--- src/rtl/eco32f_pkg.sv ---
// Shared eco32f definitions: LSU size codes, memory-stage state encoding,
// the memory-stage pipeline register bundle and an alignment helper.
package eco32f_pkg;

    typedef enum logic [1:0] {
        LSU_BYTE = 2'd0,
        LSU_HALF = 2'd1,
        LSU_WORD = 2'd2
    } lsu_len_e;

    typedef enum logic [1:0] {
        ST_IDLE   = 2'd0,
        ST_ACCESS = 2'd1,
        ST_DONE   = 2'd2,
        ST_ABORT  = 2'd3
    } mem_state_e;

    // Everything captured from execute and held while the stage works.
    typedef struct packed {
        logic [31:0] pc;
        logic [31:0] alu_result;
        logic [31:0] store_data;
        logic [1:0]  lsu_len;
        logic        lsu_sext;
        logic        op_load;
        logic        op_store;
        logic        rf_r_we;
        logic [4:0]  rf_r_addr;
        logic        except_align;
    } mem_regs_t;

    // Half accesses need an even address, words (and the unused code 3)
    // a word-aligned one; bytes are always aligned.
    function automatic logic lsu_misaligned(input logic [1:0] len, input logic [1:0] off);
        case (len)
            LSU_BYTE: return 1'b0;
            LSU_HALF: return off[0];
            default:  return off != 2'b00;
        endcase
    endfunction

endpackage

--- src/rtl/eco32f_mem_if.sv ---
// Data bus between the memory stage (master) and the memory system (slave).
interface eco32f_mem_if;
    logic        req;
    logic        we;
    logic [31:0] adr;
    logic [3:0]  sel;
    logic [31:0] dat_o;
    logic [31:0] dat_i;
    logic        ack;

    modport master (output req, we, adr, sel, dat_o, input dat_i, ack);
    modport slave  (input req, we, adr, sel, dat_o, output dat_i, ack);
endinterface

--- src/rtl/eco32f_lsu_align.sv ---
// Combinational big-endian lane steering: misalignment check on the incoming
// access, byte enables and store replication for the registered access, and
// extraction/extension of the returned load data.
module eco32f_lsu_align
    import eco32f_pkg::*;
(
    input  logic [1:0]  chk_addr_lo,
    input  logic [1:0]  chk_len,
    output logic        chk_misaligned,
    input  logic [1:0]  addr_lo,
    input  logic [1:0]  len,
    input  logic        sext,
    input  logic [31:0] store_data,
    input  logic [31:0] load_data,
    output logic [3:0]  sel,
    output logic [31:0] store_lanes,
    output logic [31:0] load_result
);
    logic [31:0] load_shifted;

    assign chk_misaligned = lsu_misaligned(chk_len, chk_addr_lo);

    // Move the addressed lane to the top of the word so extraction is uniform.
    assign load_shifted = load_data << {addr_lo, 3'b000};

    // Byte enables, store replication and load extension per access size.
    always_comb begin
        // NOTE: defaults first so every path assigns every output and no latch is inferred.
        sel         = 4'b1111;
        store_lanes = store_data;
        load_result = load_data;
        case (len)
            LSU_BYTE: begin
                sel         = 4'b1000 >> addr_lo;
                store_lanes = {4{store_data[7:0]}};
                load_result = {{24{sext & load_shifted[31]}}, load_shifted[31:24]};
            end
            LSU_HALF: begin
                sel         = addr_lo[1] ? 4'b0011 : 4'b1100;
                store_lanes = {2{store_data[15:0]}};
                load_result = {{16{sext & load_shifted[31]}}, load_shifted[31:16]};
            end
            default: ;
        endcase
    end

endmodule

--- src/rtl/eco32f_mem.sv ---
// eco32f memory stage: registers execute results, runs one outstanding
// load/store on the data bus and flags misaligned accesses.
module eco32f_mem
    import eco32f_pkg::*;
(
    input  logic                clk,
    input  logic                rst,
    input  logic                do_exception,
    input  logic [31:0]         exe_pc,
    input  logic [31:0]         exe_alu_result,
    input  logic [31:0]         exe_store_data,
    input  logic                exe_op_load,
    input  logic                exe_op_store,
    input  logic [1:0]          exe_lsu_len,
    input  logic                exe_lsu_sext,
    input  logic                exe_rf_r_we,
    input  logic [4:0]          exe_rf_r_addr,
    eco32f_mem_if.master        dbus,
    output logic                mem_stall,
    output logic [31:0]         mem_pc,
    output logic [31:0]         mem_alu_result,
    output logic [31:0]         mem_lsu_result,
    output logic                mem_rf_r_we,
    output logic                mem_op_load,
    output logic                mem_except_align,
    output logic [4:0]          mem_rf_r_addr
);
    mem_state_e  state_q, state_d;
    mem_regs_t   regs_q, regs_d;
    logic [31:0] lsu_result_q, lsu_result_d;
    logic        dbus_req_q, dbus_req_d;
    logic        mem_stall_q, mem_stall_d;

    logic        capture;
    logic        exe_mem_op;
    logic        exe_misaligned;
    logic [3:0]  lane_sel;
    logic [31:0] lane_store;
    logic [31:0] lane_load;

    eco32f_lsu_align u_align (
        .chk_addr_lo    (exe_alu_result[1:0]),
        .chk_len        (exe_lsu_len),
        .chk_misaligned (exe_misaligned),
        .addr_lo        (regs_q.alu_result[1:0]),
        .len            (regs_q.lsu_len),
        .sext           (regs_q.lsu_sext),
        .store_data     (regs_q.store_data),
        .load_data      (dbus.dat_i),
        .sel            (lane_sel),
        .store_lanes    (lane_store),
        .load_result    (lane_load)
    );

    assign capture    = !mem_stall_q && !do_exception;
    assign exe_mem_op = exe_op_load | exe_op_store;

    // Next-state, capture and flush decisions for the stage.
    always_comb begin
        state_d      = state_q;
        regs_d       = regs_q;
        lsu_result_d = lsu_result_q;
        dbus_req_d   = dbus_req_q;
        mem_stall_d  = mem_stall_q;

        if (capture) begin
            regs_d.pc           = exe_pc;
            regs_d.alu_result   = exe_alu_result;
            regs_d.store_data   = exe_store_data;
            regs_d.lsu_len      = exe_lsu_len;
            regs_d.lsu_sext     = exe_lsu_sext;
            regs_d.op_load      = exe_op_load;
            regs_d.op_store     = exe_op_store;
            regs_d.rf_r_addr    = exe_rf_r_addr;
            regs_d.except_align = exe_mem_op & exe_misaligned;
            regs_d.rf_r_we      = exe_rf_r_we & !(exe_mem_op & exe_misaligned);
            if (exe_mem_op && !exe_misaligned) begin
                state_d     = ST_ACCESS;
                dbus_req_d  = 1'b1;
                mem_stall_d = 1'b1;
            end else begin
                state_d     = ST_IDLE;
                dbus_req_d  = 1'b0;
                mem_stall_d = 1'b0;
            end
        end else begin
            if (do_exception) begin
                regs_d.rf_r_we      = 1'b0;
                regs_d.op_load      = 1'b0;
                regs_d.except_align = 1'b0;
            end
            case (state_q)
                ST_ACCESS: begin
                    if (dbus.ack) begin
                        state_d     = do_exception ? ST_IDLE : ST_DONE;
                        dbus_req_d  = 1'b0;
                        mem_stall_d = 1'b0;
                        if (!do_exception) lsu_result_d = lane_load;
                    end else if (do_exception) begin
                        state_d = ST_ABORT;
                    end
                end
                ST_ABORT: begin
                    // The bus cycle in flight completes; its data is dropped.
                    if (dbus.ack) begin
                        state_d     = ST_IDLE;
                        dbus_req_d  = 1'b0;
                        mem_stall_d = 1'b0;
                    end
                end
                default: begin
                    state_d     = ST_IDLE;
                    dbus_req_d  = 1'b0;
                    mem_stall_d = 1'b0;
                end
            endcase
        end
    end

    // State, handshake and pipeline registers; reset also drops dbus_req at once.
    always_ff @(posedge clk or negedge rst) begin
        if (!rst) begin
            state_q      <= ST_IDLE;
            regs_q       <= '0;
            lsu_result_q <= '0;
            dbus_req_q   <= 1'b0;
            mem_stall_q  <= 1'b0;
        end else begin
            // NOTE: non-blocking so every flop updates from pre-edge values.
            state_q      <= state_d;
            regs_q       <= regs_d;
            lsu_result_q <= lsu_result_d;
            dbus_req_q   <= dbus_req_d;
            mem_stall_q  <= mem_stall_d;
        end
    end

    // Bus fields come from held registers, so they stay stable for the whole
    // request; outside a request they read as zero.
    assign dbus.req   = dbus_req_q;
    assign dbus.we    = dbus_req_q & regs_q.op_store;
    assign dbus.adr   = dbus_req_q ? {regs_q.alu_result[31:2], 2'b00} : 32'h0;
    assign dbus.sel   = dbus_req_q ? lane_sel : 4'h0;
    assign dbus.dat_o = dbus_req_q ? lane_store : 32'h0;

    assign mem_stall        = mem_stall_q;
    assign mem_pc           = regs_q.pc;
    assign mem_alu_result   = regs_q.alu_result;
    assign mem_lsu_result   = lsu_result_q;
    assign mem_rf_r_we      = regs_q.rf_r_we;
    assign mem_op_load      = regs_q.op_load;
    assign mem_except_align = regs_q.except_align;
    assign mem_rf_r_addr    = regs_q.rf_r_addr;

endmodule

--- src/flat_wrapper.sv ---
// flat-port wrapper written by rule: the top's interface ports become plain ports
module eco32f_mem_flat import eco32f_pkg::*;
  (clk, rst, do_exception, exe_pc, exe_alu_result, exe_store_data, exe_op_load, exe_op_store, exe_lsu_len, exe_lsu_sext, exe_rf_r_we, exe_rf_r_addr, mem_stall, mem_pc, mem_alu_result, mem_lsu_result, mem_rf_r_we, mem_op_load, mem_except_align, mem_rf_r_addr, dbus_req, dbus_we, dbus_adr, dbus_sel, dbus_dat_o, dbus_dat_i, dbus_ack);
  eco32f_mem_if dbus_i ();
  input  logic clk;
  input  logic rst;
  input  logic do_exception;
  input  logic [31:0] exe_pc;
  input  logic [31:0] exe_alu_result;
  input  logic [31:0] exe_store_data;
  input  logic exe_op_load;
  input  logic exe_op_store;
  input  logic [1:0] exe_lsu_len;
  input  logic exe_lsu_sext;
  input  logic exe_rf_r_we;
  input  logic [4:0] exe_rf_r_addr;
  output logic mem_stall;
  output logic [31:0] mem_pc;
  output logic [31:0] mem_alu_result;
  output logic [31:0] mem_lsu_result;
  output logic mem_rf_r_we;
  output logic mem_op_load;
  output logic mem_except_align;
  output logic [4:0] mem_rf_r_addr;
  output wire logic [$bits(dbus_i.req)-1:0] dbus_req;
  output wire logic [$bits(dbus_i.we)-1:0] dbus_we;
  output wire logic [$bits(dbus_i.adr)-1:0] dbus_adr;
  output wire logic [$bits(dbus_i.sel)-1:0] dbus_sel;
  output wire logic [$bits(dbus_i.dat_o)-1:0] dbus_dat_o;
  input wire logic [$bits(dbus_i.dat_i)-1:0] dbus_dat_i;
  input wire logic [$bits(dbus_i.ack)-1:0] dbus_ack;
  assign dbus_req = dbus_i.req;
  assign dbus_we = dbus_i.we;
  assign dbus_adr = dbus_i.adr;
  assign dbus_sel = dbus_i.sel;
  assign dbus_dat_o = dbus_i.dat_o;
  assign dbus_i.dat_i = dbus_dat_i;
  assign dbus_i.ack = dbus_ack;
  eco32f_mem u_core (.clk(clk), .rst(rst), .do_exception(do_exception), .exe_pc(exe_pc), .exe_alu_result(exe_alu_result), .exe_store_data(exe_store_data), .exe_op_load(exe_op_load), .exe_op_store(exe_op_store), .exe_lsu_len(exe_lsu_len), .exe_lsu_sext(exe_lsu_sext), .exe_rf_r_we(exe_rf_r_we), .exe_rf_r_addr(exe_rf_r_addr), .dbus(dbus_i), .mem_stall(mem_stall), .mem_pc(mem_pc), .mem_alu_result(mem_alu_result), .mem_lsu_result(mem_lsu_result), .mem_rf_r_we(mem_rf_r_we), .mem_op_load(mem_op_load), .mem_except_align(mem_except_align), .mem_rf_r_addr(mem_rf_r_addr));
endmodule
--- config.mk ---
export PLATFORM = sky130hd
export DESIGN_NAME = eco32f_mem_flat
export DESIGN_NICKNAME = d
export VERILOG_FILES = /design/src/rtl/eco32f_pkg.sv /design/src/rtl/eco32f_mem_if.sv /design/src/rtl/eco32f_lsu_align.sv /design/src/rtl/eco32f_mem.sv /design/src/flat_wrapper.sv
export SDC_FILE = /design/constraint.sdc
export NUM_CORES = 1
export LEC_CHECK = 0
export BUFFER_PORTS_ARGS = -buffer_cell sky130_fd_sc_hd__buf_2
export CAP_MARGIN = 20
export CORE_ASPECT_RATIO = 0.6
export CORE_MARGIN = 10
export CORE_UTILIZATION = 35
export CTS_CLUSTER_DIAMETER = 60
export CTS_CLUSTER_SIZE = 30
export DETAILED_ROUTE_END_ITERATION = 16
export SLEW_MARGIN = 10
export SYNTH_ARGS = -nofsm -noshare
export SYNTH_HDL_FRONTEND = slang
export SYNTH_SLANG_ARGS = --single-unit
--- constraint.sdc ---
create_clock -name clk -period 1.9 [get_ports clk]
set_input_delay 0.19 -clock clk [delete_from_list [all_inputs] [get_ports clk]]
set_output_delay 0.19 -clock clk [all_outputs]
set_load 0.02 [all_outputs]
* Yosys cells after proc, flatten, opt, wreduce, memory -nomap -nowiden
Cells that the tools add are included. Widths: inputs -> output; s select.
Cells by class: eq/ne operators 7, shift operators 2, multiplexer cells 23, bitwise gates (word level) 7, reductions and logical operators 13
Operators by type and width (count):
- $pmux 32 s2 | 2
- $mux 32 | 2
- $shl 32x5->32 | 1
- $mux 2 | 5
- $mux 1 | 9
- $mux 4 | 2
- $pmux 4 s2 | 1
- $eq 2x1->1 const B | 3
- $and 1x1->1 | 4
- $logic_not 1->1 | 4
- $logic_not 2->1 | 2
- $ne 4x3->1 const B | 1
- $pmux 2 s2 | 1
- $reduce_and 4->1 | 1
- $reduce_bool 2->1 | 2
- $shr 4x2->4 const A | 1
- $ne 3x1->1 const B | 1
- $ne 3x2->1 const B | 1
- $eq 2x2->1 const B | 1
- $logic_and 1x1->1 | 2
- $not 1->1 | 2
- $pmux 1 s2 | 1
- $reduce_and 2->1 | 1
- $reduce_or 2->1 | 1
- $or 1x1->1 | 1
Storage, ports and cells: bits in registers 143, input port bits 143, output and inout port bits 175, word-level logic and storage cells 65

* Depth between registers and ports, before layout
Gate-level depths: netlist of run 1.
word-level depth 6, gate-level depth with buffers 6, depth with buffers taken out 3

* Hierarchy
Synthesis of run 1 repeated with hierarchy kept, for this count alone.
Second synthesis, totals: cell total of the unflattened synthesis 634, area, all modules 7726.2 µm²
Modules (own cells, without submodules):
- eco32f_mem | instances 1, cells an instance 465, area an instance 6523.8 µm², sequential area each 3578.4 µm²
- eco32f_lsu_align | instances 1, cells an instance 169, area an instance 1202.4 µm², sequential area each 0.0 µm²

* Worst setup path after synthesis of run 1
OpenSTA, ideal clock, no wires.
path type flip-flop to flip-flop, start register u_core.mem_stall_q (netlist: u_core.mem_stall), end register u_core.regs_q (netlist bit u_core.mem_alu_result[0]), setup time 125 ps, data arrival time 1780 ps, required time 1775 ps, setup slack -5 ps, stages on the path, launching flop included 5, buffers on the path 2, period minus slack after synthesis 1905 ps, cell sequence dfrtp_1 nor2_1 clkbuf_1 buf_2 mux2_2
Between the ends: word-level cells in the longest chain between the ends 2
RTL lines:
- from (decl) | line eco32f_mem.sv:32 | logic mem_stall_q, mem_stall_d;
- from (signal assigned) | line eco32f_mem.sv:134 | mem_stall_q <= mem_stall_d;
- $logic_not 1->1 | line eco32f_mem.sv:55 | assign capture = !mem_stall_q && !do_exception;
- $logic_and 1x1->1 | line eco32f_mem.sv:55
- to (signal assigned) | line eco32f_mem.sv:131 | regs_q <= regs_d;
- to (decl) | line eco32f_mem.sv:29 | mem_regs_t regs_q, regs_d;
Every way passes these cells. A chain may end at the register's enable or synchronous reset.

* Worst setup path after layout of run 1
start register u_core.regs_q (netlist bit u_core.mem_alu_result[0]), end register u_core.lsu_result_q[8] (netlist: u_core.mem_lsu_result[8])
Between the ends: word-level cells in the longest chain between the ends 3
RTL lines:
- $shl 32x5->32 (*) | line eco32f_lsu_align.sv:24 | assign load_shifted = load_data << {addr_lo, 3'b000};
- $and 1x1->1 | line eco32f_lsu_align.sv:36 | load_result = {{24{sext & load_shifted[31]}}, load_shifted[31:24]};
- $pmux 32 s2 (*) | line eco32f_lsu_align.sv:32 | case (len)
- to (signal assigned) | line eco32f_mem.sv:132 | lsu_result_q <= lsu_result_d;
- to (decl) | line eco32f_mem.sv:30 | logic [31:0] lsu_result_q, lsu_result_d;
Mark *: on every way between the ends. The rest lies on a longest branch, timed or not.

==> flow_summary.toml, run 1 <==
[timing]
fin_crit_sh_pct = 97.7
finalHoldViolCount = 0
fin_skew_ns = 0.00890
whs_ns = 0.0213
period_needed_ns = 1.86
grt_setup_unrepaired = "yes"
slew_violations = 0
setup_viol = 0
max_freq_ghz = 0.539
setup-tns-final_ns = 0

[pwr]
vdd_drop_max_uv = 617
swShare_pct = 33.6
p_per_area_nw_per_um2 = 1020
intPower_mw = 7.17
power_frac_seq_pct = 37.7
power.leakage_nw = 5.04
p_switching_mw = 3.62
comb_power_share_pct = 32.1
power_frac_clock_pct = 30.2

[drt]
drt_iter0_drc = 307
drtAntennaViolNets = 0
num_vias = 6235
drc = 0
viasPerCell = 4.78
routed_wl_um = 25400
first_pass_iters = 4
wl_per_cell_um = 19.5

[yosys]
synth-compound-area-share_pct = 8.72
synthCells = 666
yosys.area_share.simple_pct = 10.6
synth_edf_count = 0
synth-xor-area-share_pct = 0
synth_area_leaders = "dfrtp_1 (48%), mux2_2 (18%), buf_4 (7.4%), nand2_1 (3.9%), and2_1 (3.4%)"
avgSynthCellArea_um2 = 11.2
synth_top_area_share_pct = 48.1
synth_flop_cell = "dfrtp_1"
yosysSeqAreaShare_pct = 48.1
ys_ff_latch = 143
synthTopCellsByCount = "dfrtp_1 (143), mux2_2 (119), nand2_1 (78)"
synth.area.mux_share_pct = 22.6
synth_top_area_cell = "dfrtp_1"
yosysMostFrequentCell = "dfrtp_1"
synthArstFlopShare_pct = 100
synth_top_family_by_area = "multiplexers"
synth_area_um2 = 7430
synthAdderAreaFrac_pct = 0
synth_cell_types = 33
ys_warn_count = 0

[setup_path]
crit_chain = "mux4_2, a311o_2, o32a_1"
critical_path.top_delay_family = "compound AO/OA/AOI/OAI gates"
timing.rr.start = "u_core.mem_alu_result[0]"
end_kind = "flop"
reg2reg_slack_ns = 0.04
cp.required_ns = 2.20
cp_slowest_cell = "mux4_2"
crit_start = "u_core.mem_alu_result[0]"
slowest_delay_ns = 0.55
crit_buf_inv = 0
reg2reg_depth = 3
crit_path_max_fanout = 7
cp_data_arrival_time_ns = 2.16
worstReg2RegEnd = "u_core.mem_lsu_result[8]"
critPathLaunchType = "flop"
crit_type = "reg -> reg"

[clock_tree]
cts_tree = "yes"
clk_latency_ns = 0.43
cts_buffer_depth = 2
htreeDepth = 4
clock-sinks = 143
clockRootBuffer = "clkbuf_16"
clkTransAtPathRegs_ns = 0.06
cts_made_buffers = 17

[outcome]
outcome = "complete, no violations"

[global_route]
grt_antenna_before_repair = 1
grt_max_degree = 56
grt_usage_pct = 18.2
grt_overflow = 0
grt_pass1_vias = 6763
grt_pass1_wl_um = 40200

[placement]
post-dp-hpwl_um = 18000
dp.cells = 1169
io_buffers = 315
gp_congestion = 0.817

[hold_path]
hold_class = "in -> reg"
min_path_cells = 2
hold_start = "exe_store_data[25]"
whs_endpoint = "u_core.regs_q[37]"

[finish]
area_delta_synth_final_pct = 43.0
fin_util_pct = 50.8
fillers = 1869
diodes = 0
drive_gt1_share_pct = 50.3
layoutNonFillerInstCount = 1304
final_nets = 1155

[floorplan]
die_h_um = 133
die_area_um2 = 27700
coreArea_um2 = 20900
initial_utilization_pct = 35.5
io-pin-count = 318
die_w_um = 208
rows = 41

[run]
maxCapViolCount = 0
==> placed cells by master, fill, tap and decap left out, types with 17 or more instances in the layout <==
master,n
buf_4,25
and2_1,40
buf_2,302
nand2_1,76
dlygate4sd3_1,100
a21oi_1,33
o21ai_0,22
clkbuf_16,17
dfrtp_1,140
mux2_2,119
==> state kept, by name (all words and copies together) (netlist names) <==
name / count
u_core.mem_rf_r_addr: 5
u_core.mem_except_align: 1
u_core.mem_pc: 32
u_core.state_q: 2
u_core.mem_lsu_result: 32
u_core.regs_q: 36
u_core.mem_stall: 1
u_core.mem_alu_result: 32
u_core.mem_rf_r_we: 1
u_core.mem_op_load: 1
==> through the flow <==
| step | cell area (um2) | power, mW | worst slack (ns) |
|---|---|---|---|
| after detailed placement | 8950 | 7.35 | 0.0564 |
| after CTS | 10500 | 10.9 | 0.00506 |
| after global placement | 8950 | 7.32 | 0.0898 |
| after global routing | 10600 | 11.4 | -0.0136 |
| after floorplan | 7440 | 6.32 | 0.0535 |
| final | 10600 | 10.8 | 0.0432 |
==> logic make-up after synthesis <==
logic type | count (synthesis)
simple gates | 160
mux | 143
flops | 143
buf+inv | 120
compound gates | 99
other cells | 1
==> final cells by class <==
type,instances,area (um2),area share [%]
Clock buffer,25,475,4.47
Clock inverter,7,85.1,0.800
Inverter,3,11.3,0.106
Multi-Input combinational cell,404,3170,29.8
Sequential cell,143,3580,33.7
Tap cell,279,349,3.28
Timing Repair Buffer,443,2960,27.8
==> power groups by stage <==
stage / combinational (mW) / clock, mW / sequential, mW
finish: 3.47 / 3.26 / 4.07
global route: 3.73 / 3.50 / 4.15
CTS: 3.45 / 3.36 / 4.06
detailed placement: 3.24 / 0 / 4.11
global placement: 3.22 / 0 / 4.10
floorplan: 2.01 / 0 / 4.31
==> routing by layer <==
| layer | vias to the layer above | wire, um | GRT usage, % |
|---|---|---|---|
| met1 | 3054 | 10900 | 22.4 |
| met4 | 0 | 219 | 4.21 |
| met3 | 12 | 2220 | 7.36 |
| li1 | 2940 | - | - |
| met2 | 229 | 12000 | 29.1 |
| met5 | - | 0 | 0 |
==> timing repair <==
action                                 4_1_cts  5_1_grt
setup buffers                                2        1
setup endpoints to repair                   22       23
pin swaps                                    0        8
endpoints found under the hold margin      241        1
hold buffers                                99        1
resized for setup                            7       29
==> worst max-delay path by stage <==
| stage | end | depth (start not counted) |
|---|---|---|
| final | u_core.mem_lsu_result[8] | 3 |
| after global routing | dbus_dat_o[26] | 5 |
| after CTS | dbus_dat_o[25] | 5 |
| after detailed placement | u_core.mem_lsu_result[8] | 3 |
| after global placement | u_core.mem_lsu_result[8] | 3 |
| after floorplan | u_core.mem_lsu_result[21] | 5 |
Note: power is estimated with default switching activity, not from simulation.
==> run 2, diff against run 1 <==
--- a/config.mk
+++ b/config.mk
@@ -13,6 +13,7 @@
 export CTS_CLUSTER_DIAMETER = 60
 export CTS_CLUSTER_SIZE = 30
 export DETAILED_ROUTE_END_ITERATION = 16
+export REMOVE_ABC_BUFFERS = 1
 export SLEW_MARGIN = 10
 export SYNTH_ARGS = -nofsm -noshare
 export SYNTH_HDL_FRONTEND = slang
==> constraint.sdc (replaced) <==
create_clock -name clk -period 2.3 [get_ports clk]
set_input_delay 0.23 -clock clk [delete_from_list [all_inputs] [get_ports clk]]
set_output_delay 0.23 -clock clk [all_outputs]
set_load 0.02 [all_outputs]
==> run 2 against run 1 <==
Effect of this change: sequential share of layout area grew 3.8 points; design area decreased by 10%; final cell count is 8.1% lower; highest routed layer unchanged; routed wire length is 3.7% lower; register-to-register slack improved by 0.23 ns; first-iteration DRC count is 20% higher; combinational power fell by 23%; critical endpoint is now dbus_dat_o[11]; non-clock buffer count decreased by 107; clock skew shrank 0.0019 ns; sequential power decreased by 18%.
==> flow_summary.toml, run 2 (synthesis results as in run 1) <==
[finish]
layoutNonFillerInstCount = 1198
layout_common_cells = "buf_2 (314), dfrtp_1 (140), mux2_2 (119), nand2_1 (78), and2_1 (40)"
fin_util_pct = 45.6
area_delta_synth_final_pct = 28.5
largest_reg_flops = 36
final_common_cell = "buf_2"
drive_gt1_share_pct = 54.9
registers.top_by_ff_count = "u_core.regs_q"
final_nets = 1048

[global_route]
grt_pass1_vias = 6093
grt_max_degree = 54
grt_usage_pct = 17.2
grt_pass1_wl_um = 37700
grt_antenna_before_repair = 1
grt_overflow = 0

[hold_path]
hold_class = "in -> reg"

[drt]
wl_per_cell_um = 20.4
drtAntennaViolNets = 0
wl_met1_um = 11100
routed_wl_um = 24500
viasPerCell = 4.95
first_pass_iters = 5
wl_met3_um = 1800
drt_iter0_drc = 368
wl_met2_um = 11200
drc = 0
num_vias = 5928
topRoutingLayerUsed = "met4"

[floorplan]
rows = 41
die_area_um2 = 27700
die_h_um = 133
initial_utilization_pct = 35.5
coreArea_um2 = 20900
io-pin-count = 318
die_w_um = 208

[clock_tree]
clockRootBuffer = "clkbuf_16"
htreeDepth = 4
clock-sinks = 143
post_cts_buffers = 0
cts_made_buffers = 17
clkTransAtPathRegs_ns = 0.07
clk_latency_ns = 0.43
cts_buffer_depth = 2
cts_tree = "yes"

[timing]
worst_pin_slew_ns = 0.616
setup_viol = 0
fin_crit_sh_pct = 91.6
grt_setup_unrepaired = "no"
finalHoldViolCount = 0
relSlewSlack_pct = 58.9
fin_skew_ns = 0.00704
period_needed_ns = 2.11
max_freq_ghz = 0.475
slew_violations = 0
setup-tns-final_ns = 0
whs_ns = 0.0316

[pwr]
p_per_area_nw_per_um2 = 963
vdd_drop_max_uv = 508
power.leakage_nw = 4.61

[placement]
dp.cells = 1164
gp_congestion = 0.869
io_buffers = 315
post-dp-hpwl_um = 18400

[setup_path]
cp.required_ns = 2.07
crit_type = "reg -> out"
critPathLaunchType = "flop"
cp_slowest_cell = "dfrtp_2"
slowest_delay_ns = 0.51
end_kind = "output pin"
reg2reg_slack_ns = 0.27
cp_data_arrival_time_ns = 1.88
crit_chain = "nor2_2, buf_4, nand2_1, a21oi_1, buf_2"
crit_path_max_fanout = 14

[run]
maxCapViolCount = 0

[outcome]
outcome = "complete, no violations"
-- run 2: changes by cell type in the layout (fill, tap and decap cells not counted), moves of 5 or more --
cell	before	now
clkbuf_1	6	1
buf_6	7	1
a21oi_1	33	39
buf_12	9	4
dlygate4sd3_1	100	1
buf_4	25	16
a21oi_2	6	0
buf_2	302	314
-- run 2: where the power goes --
group,total [mW],internal (mW),leakage [nW],switching (mW)
clock,3.20,2.07,0.324,1.13
sequential,3.33,3.01,1.70,0.319
combinational,2.66,1.09,2.59,1.57
-- run 2: final timing paths --
| path | startpoint | endpoint | cells past startpoint |
|---|---|---|---|
| max in group asynchronous | rst | u_core.regs_q[19] | 3 |
| hold reg to reg | u_core.mem_lsu_result[9] | u_core.mem_lsu_result[9] | 1 |
| min in group asynchronous | rst | u_core.mem_lsu_result[25] | 2 |
| setup / recovery | u_core.regs_q[10] | dbus_dat_o[11] | 5 |
| hold / removal | exe_pc[2] | u_core.mem_pc[2] | 2 |
| setup reg to reg | u_core.mem_alu_result[0] | u_core.mem_lsu_result[10] | 3 |
-- run 2: cell type report --
cell class / instances / area, um2
repair buffers: 336 / 1790
clock inverters: 13 / 235
fillers: 2006 / 11400
inverters: 3 / 11.3
clock buffers: 19 / 443
flip-flops and latches: 143 / 3580
diodes: 1 / 2.50
multi-input cells: 404 / 3130
well taps: 279 / 349
-- run 2: layer usage --
| layer | up-vias | GRT usage (%) |
|---|---|---|
| met3 | 24 | 4.98 |
| met2 | 249 | 26.7 |
| li1 | 2726 | - |
| met5 | - | 0 |
| met1 | 2929 | 22.7 |
| met4 | 0 | 5.33 |
-- run 2: what timing repair did --
item | CTS | global route
endpoints found under the hold margin | 51 | 0
gates resized for setup | 0 | 1
hold buffers | 1 | 0
endpoints found under the setup margin | 0 | 4
-- run 2: critical path, delay by kind of cell (launching register included) --
family | cells | cell delay (ns)
and+or+nand+nor | 2 | 0.29
DFF | 1 | 0.51
buffers and inverters | 2 | 0.46
AOI/OAI and AO/OA | 1 | 0.18
-- run 2: stage by stage --
| step | power, mW | area, um2 | worst slack, ns |
|---|---|---|---|
| final | 9.20 | 9550 | 0.194 |
| after global routing | 9.64 | 9550 | 0.0305 |
| after CTS | 9.32 | 9550 | 0.0640 |
| after detailed placement | 6.06 | 8860 | 0.320 |
| after global placement | 6.03 | 8860 | 0.353 |
| after floorplan | 4.95 | 6710 | -3.86 |
==> run 3, diff against run 2 <==
--- a/config.mk
+++ b/config.mk
@@ -5,16 +5,19 @@
 export SDC_FILE = /design/constraint.sdc
 export NUM_CORES = 1
 export LEC_CHECK = 0
+export ABC_AREA = 1
 export BUFFER_PORTS_ARGS = -buffer_cell sky130_fd_sc_hd__buf_2
 export CAP_MARGIN = 20
 export CORE_ASPECT_RATIO = 0.6
 export CORE_MARGIN = 10
-export CORE_UTILIZATION = 35
+export CORE_UTILIZATION = 40
 export CTS_CLUSTER_DIAMETER = 60
 export CTS_CLUSTER_SIZE = 30
 export DETAILED_ROUTE_END_ITERATION = 16
+export PLACE_DENSITY = 0.68
 export REMOVE_ABC_BUFFERS = 1
 export SLEW_MARGIN = 10
 export SYNTH_ARGS = -nofsm -noshare
 export SYNTH_HDL_FRONTEND = slang
+export SYNTH_HIERARCHICAL = 1
 export SYNTH_SLANG_ARGS = --single-unit
==> run 3 against run 2 <==
Effect of this change: first-iteration DRC count increased by 61%; critical path depth increased by 2; synthesized cell count increased by 68%; worst hold slack got worse by 0.012 ns; largest cell class unchanged; routed wire length rose by 9.9%; sequential cell count unchanged; non-clock buffer count rose by 58; design area grew 7.9%; register-to-register slack better by 0.18 ns; die area is 6.2% lower; clock power down 15%.
==> flow_summary.toml, run 3 <==
[yosys]
synth_top_area_share_pct = 45.3
ys_ff_latch = 143
synthArstFlopShare_pct = 100
synth_flop_cell = "dfrtp_1"
synth_area_um2 = 7900
yosysMostFrequentCell = "nand2_1"
synth_edf_count = 0
synth_area_leaders = "dfrtp_1 (45%), nand2_1 (30%), buf_4 (8.8%), inv_1 (4.2%), nand3_1 (2.5%)"
synthTopCellsByCount = "nand2_1 (632), dfrtp_1 (143), buf_4 (93)"
synth_top_area_cell = "dfrtp_1"
ys_warn_count = 6
yosysSeqAreaShare_pct = 45.3
avgSynthCellArea_um2 = 7.07
synthCells = 1117
synth_cell_types = 23

[global_route]
grt_overflow = 0
grt_usage_pct = 20.0
grt_pass1_vias = 7776
grt_antenna_before_repair = 2
grt_pass1_wl_um = 42300
grt_max_degree = 85

[clock_tree]
htreeDepth = 4
clkTransAtPathRegs_ns = 0.06
clockRootBuffer = "clkbuf_16"
clock-sinks = 143
cts_tree = "yes"
cts_buffer_depth = 2
clk_latency_ns = 0.42
cts_made_buffers = 17

[floorplan]
coreArea_um2 = 19200
initial_utilization_pct = 41.1
die_area_um2 = 25900
die_h_um = 129
rows = 39
io-pin-count = 318
die_w_um = 201

[finish]
fillers = 1882
area_delta_synth_final_pct = 30.5
layout_common_cells = "nand2_1 (632), buf_2 (314), dfrtp_1 (141), inv_1 (88), dlygate4sd3_1 (61)"
design_area_um2 = 10300
largest_reg_flops = 36
registers.top_by_ff_count = "u_core/regs_q"
fin_util_pct = 53.6
drive_gt1_share_pct = 28.7
final_nets = 1540
final_common_cell = "nand2_1"

[placement]
post-dp-hpwl_um = 19300
io_buffers = 315
place_ws_ns = 0.376
placed_area_um2 = 9080
gp_congestion = 0.873

[drt]
wl_per_cell_um = 16.0
num_vias = 7735
first_pass_iters = 7
drt_iter0_drc = 592
routed_wl_um = 26900
drc = 0
drtAntennaViolNets = 0
viasPerCell = 4.61

[setup_path]
cp.required_ns = 2.07
crit_path_max_fanout = 14
end_kind = "output pin"
critPathLaunchType = "flop"
cp_data_arrival_time_ns = 1.90
crit_type = "reg -> out"

[timing]
fin_crit_sh_pct = 92.6
period_needed_ns = 2.13
max_freq_ghz = 0.470
relSlewSlack_pct = 49.4
fin_skew_ns = 0.00939
slew_violations = 0
worst_pin_slew_ns = 0.757
setup_viol = 0
layout_setup_ws_ns = 0.171
finalHoldViolCount = 0
grt_setup_unrepaired = "no"
whs_ns = 0.0193

[outcome]
outcome = "complete, no violations"

[hold_path]
hold_class = "in -> reg"

[pwr]
power.leakage_nw = 6.50
vdd_drop_max_uv = 504
p_per_area_nw_per_um2 = 792

[run]
maxCapViolCount = 0
## run 3: cell types whose count changed in the layout (fill, tap and decap cells not counted), moves of 8 or more
| cell | delta |
|---|---|
| mux2i_1 | -16 |
| mux2_2 | -119 |
| dlygate4sd3_1 | +60 |
| a41oi_1 | -8 |
| nand3_1 | +40 |
| and2_1 | -40 |
| inv_1 | +85 |
| mux4_2 | -8 |
| o211ai_1 | +9 |
| nand2_2 | +14 |
| a21oi_1 | -39 |
| nand2b_1 | -10 |
| nand2_1 | +554 |
| a2bb2oi_1 | -16 |
## run 3: final cells by class
type	count	area (um2)	share of cell area, %
antenna	2	5.00	0.0486
timing repair buffer	394	2390	23.2
multi-input combinational	748	3060	29.7
clock buffer	21	460	4.47
clock inverter	11	115	1.12
inverter	93	354	3.44
sequential	143	3580	34.8
tap	266	333	3.23
## run 3: final timing paths
path	start	to	slack [ns]	cells after the start
max in group asynchronous	rst	u_core/mem_alu_result[3]	1.24	3
min in group asynchronous	rst	u_core/regs_q[34]	0.34	2
worst max register to register	u_core/regs_q[10]	u_core/mem_lsu_result[4]	0.45	7
worst max-delay path	u_core/regs_q[11]	dbus_dat_o[11]	0.17	7
worst min-delay path	exe_store_data[22]	u_core/regs_q[34]	0.02	3
worst min register to register	u_core/mem_pc[7]	u_core/mem_pc[7]	0.47	2
## run 3: metal layers
| metal | track usage, % | up-vias | part of all wire, % | routed length, um |
|---|---|---|---|---|
| met2 | 31.7 | 325 | 45 | 12200 |
| li1 | - | 3815 | - | - |
| met1 | 26.0 | 3571 | 45 | 12000 |
| met3 | 6.32 | 24 | 8.6 | 2330 |
| met4 | 5.68 | 0 | 1.3 | 348 |
| met5 | 0 | - | 0 | 0 |
## run 3: cell families after synthesis
| logic type | after synthesis | share of synthesized area (%) |
|---|---|---|
| and+or+nand+nor | 714 | 36.0 |
| AOI/OAI and AO/OA | 32 | 2.42 |
| buffers and inverters | 227 | 16.2 |
| other | 1 | 0.0475 |
| DFF | 143 | 45.3 |
## run 3: critical path: stages, from the launching register on
cell and delay [ns]:
dfrtp_2 0.46, nor2_4 0.35, inv_1 0.25, nand2_1 0.10
nand2_1 0.05, nand2_1 0.06, inv_1 0.05, buf_2 0.15
## run 3: timing repair
action / 4_1_cts / 5_1_grt
setup endpoints to repair: 5 / 3
gates cloned: 0 / 0
resized for setup: 1 / 0
setup buffers: 0 / 4
endpoints found under the hold margin: 111 / 0
hold buffers: 61 / 0
pin swaps: 0 / 1
## run 3: where the power goes
part	total, mW	leakage [nW]	switching, mW	internal [mW]
Clock	2.71	0.275	1.07	1.64
Combinational	2.30	4.43	1.51	0.790
Sequential	3.15	1.80	0.264	2.88
## run 3: metrics by stage
step	instances	TNS, ns	power (mW)
after detailed placement	1579	0	5.38
after CTS	1672	0	8.22
after global placement	1579	0	5.35
after global routing	1678	0	8.62
final	1678	0	8.16
after floorplan	984	-168.24	4.43
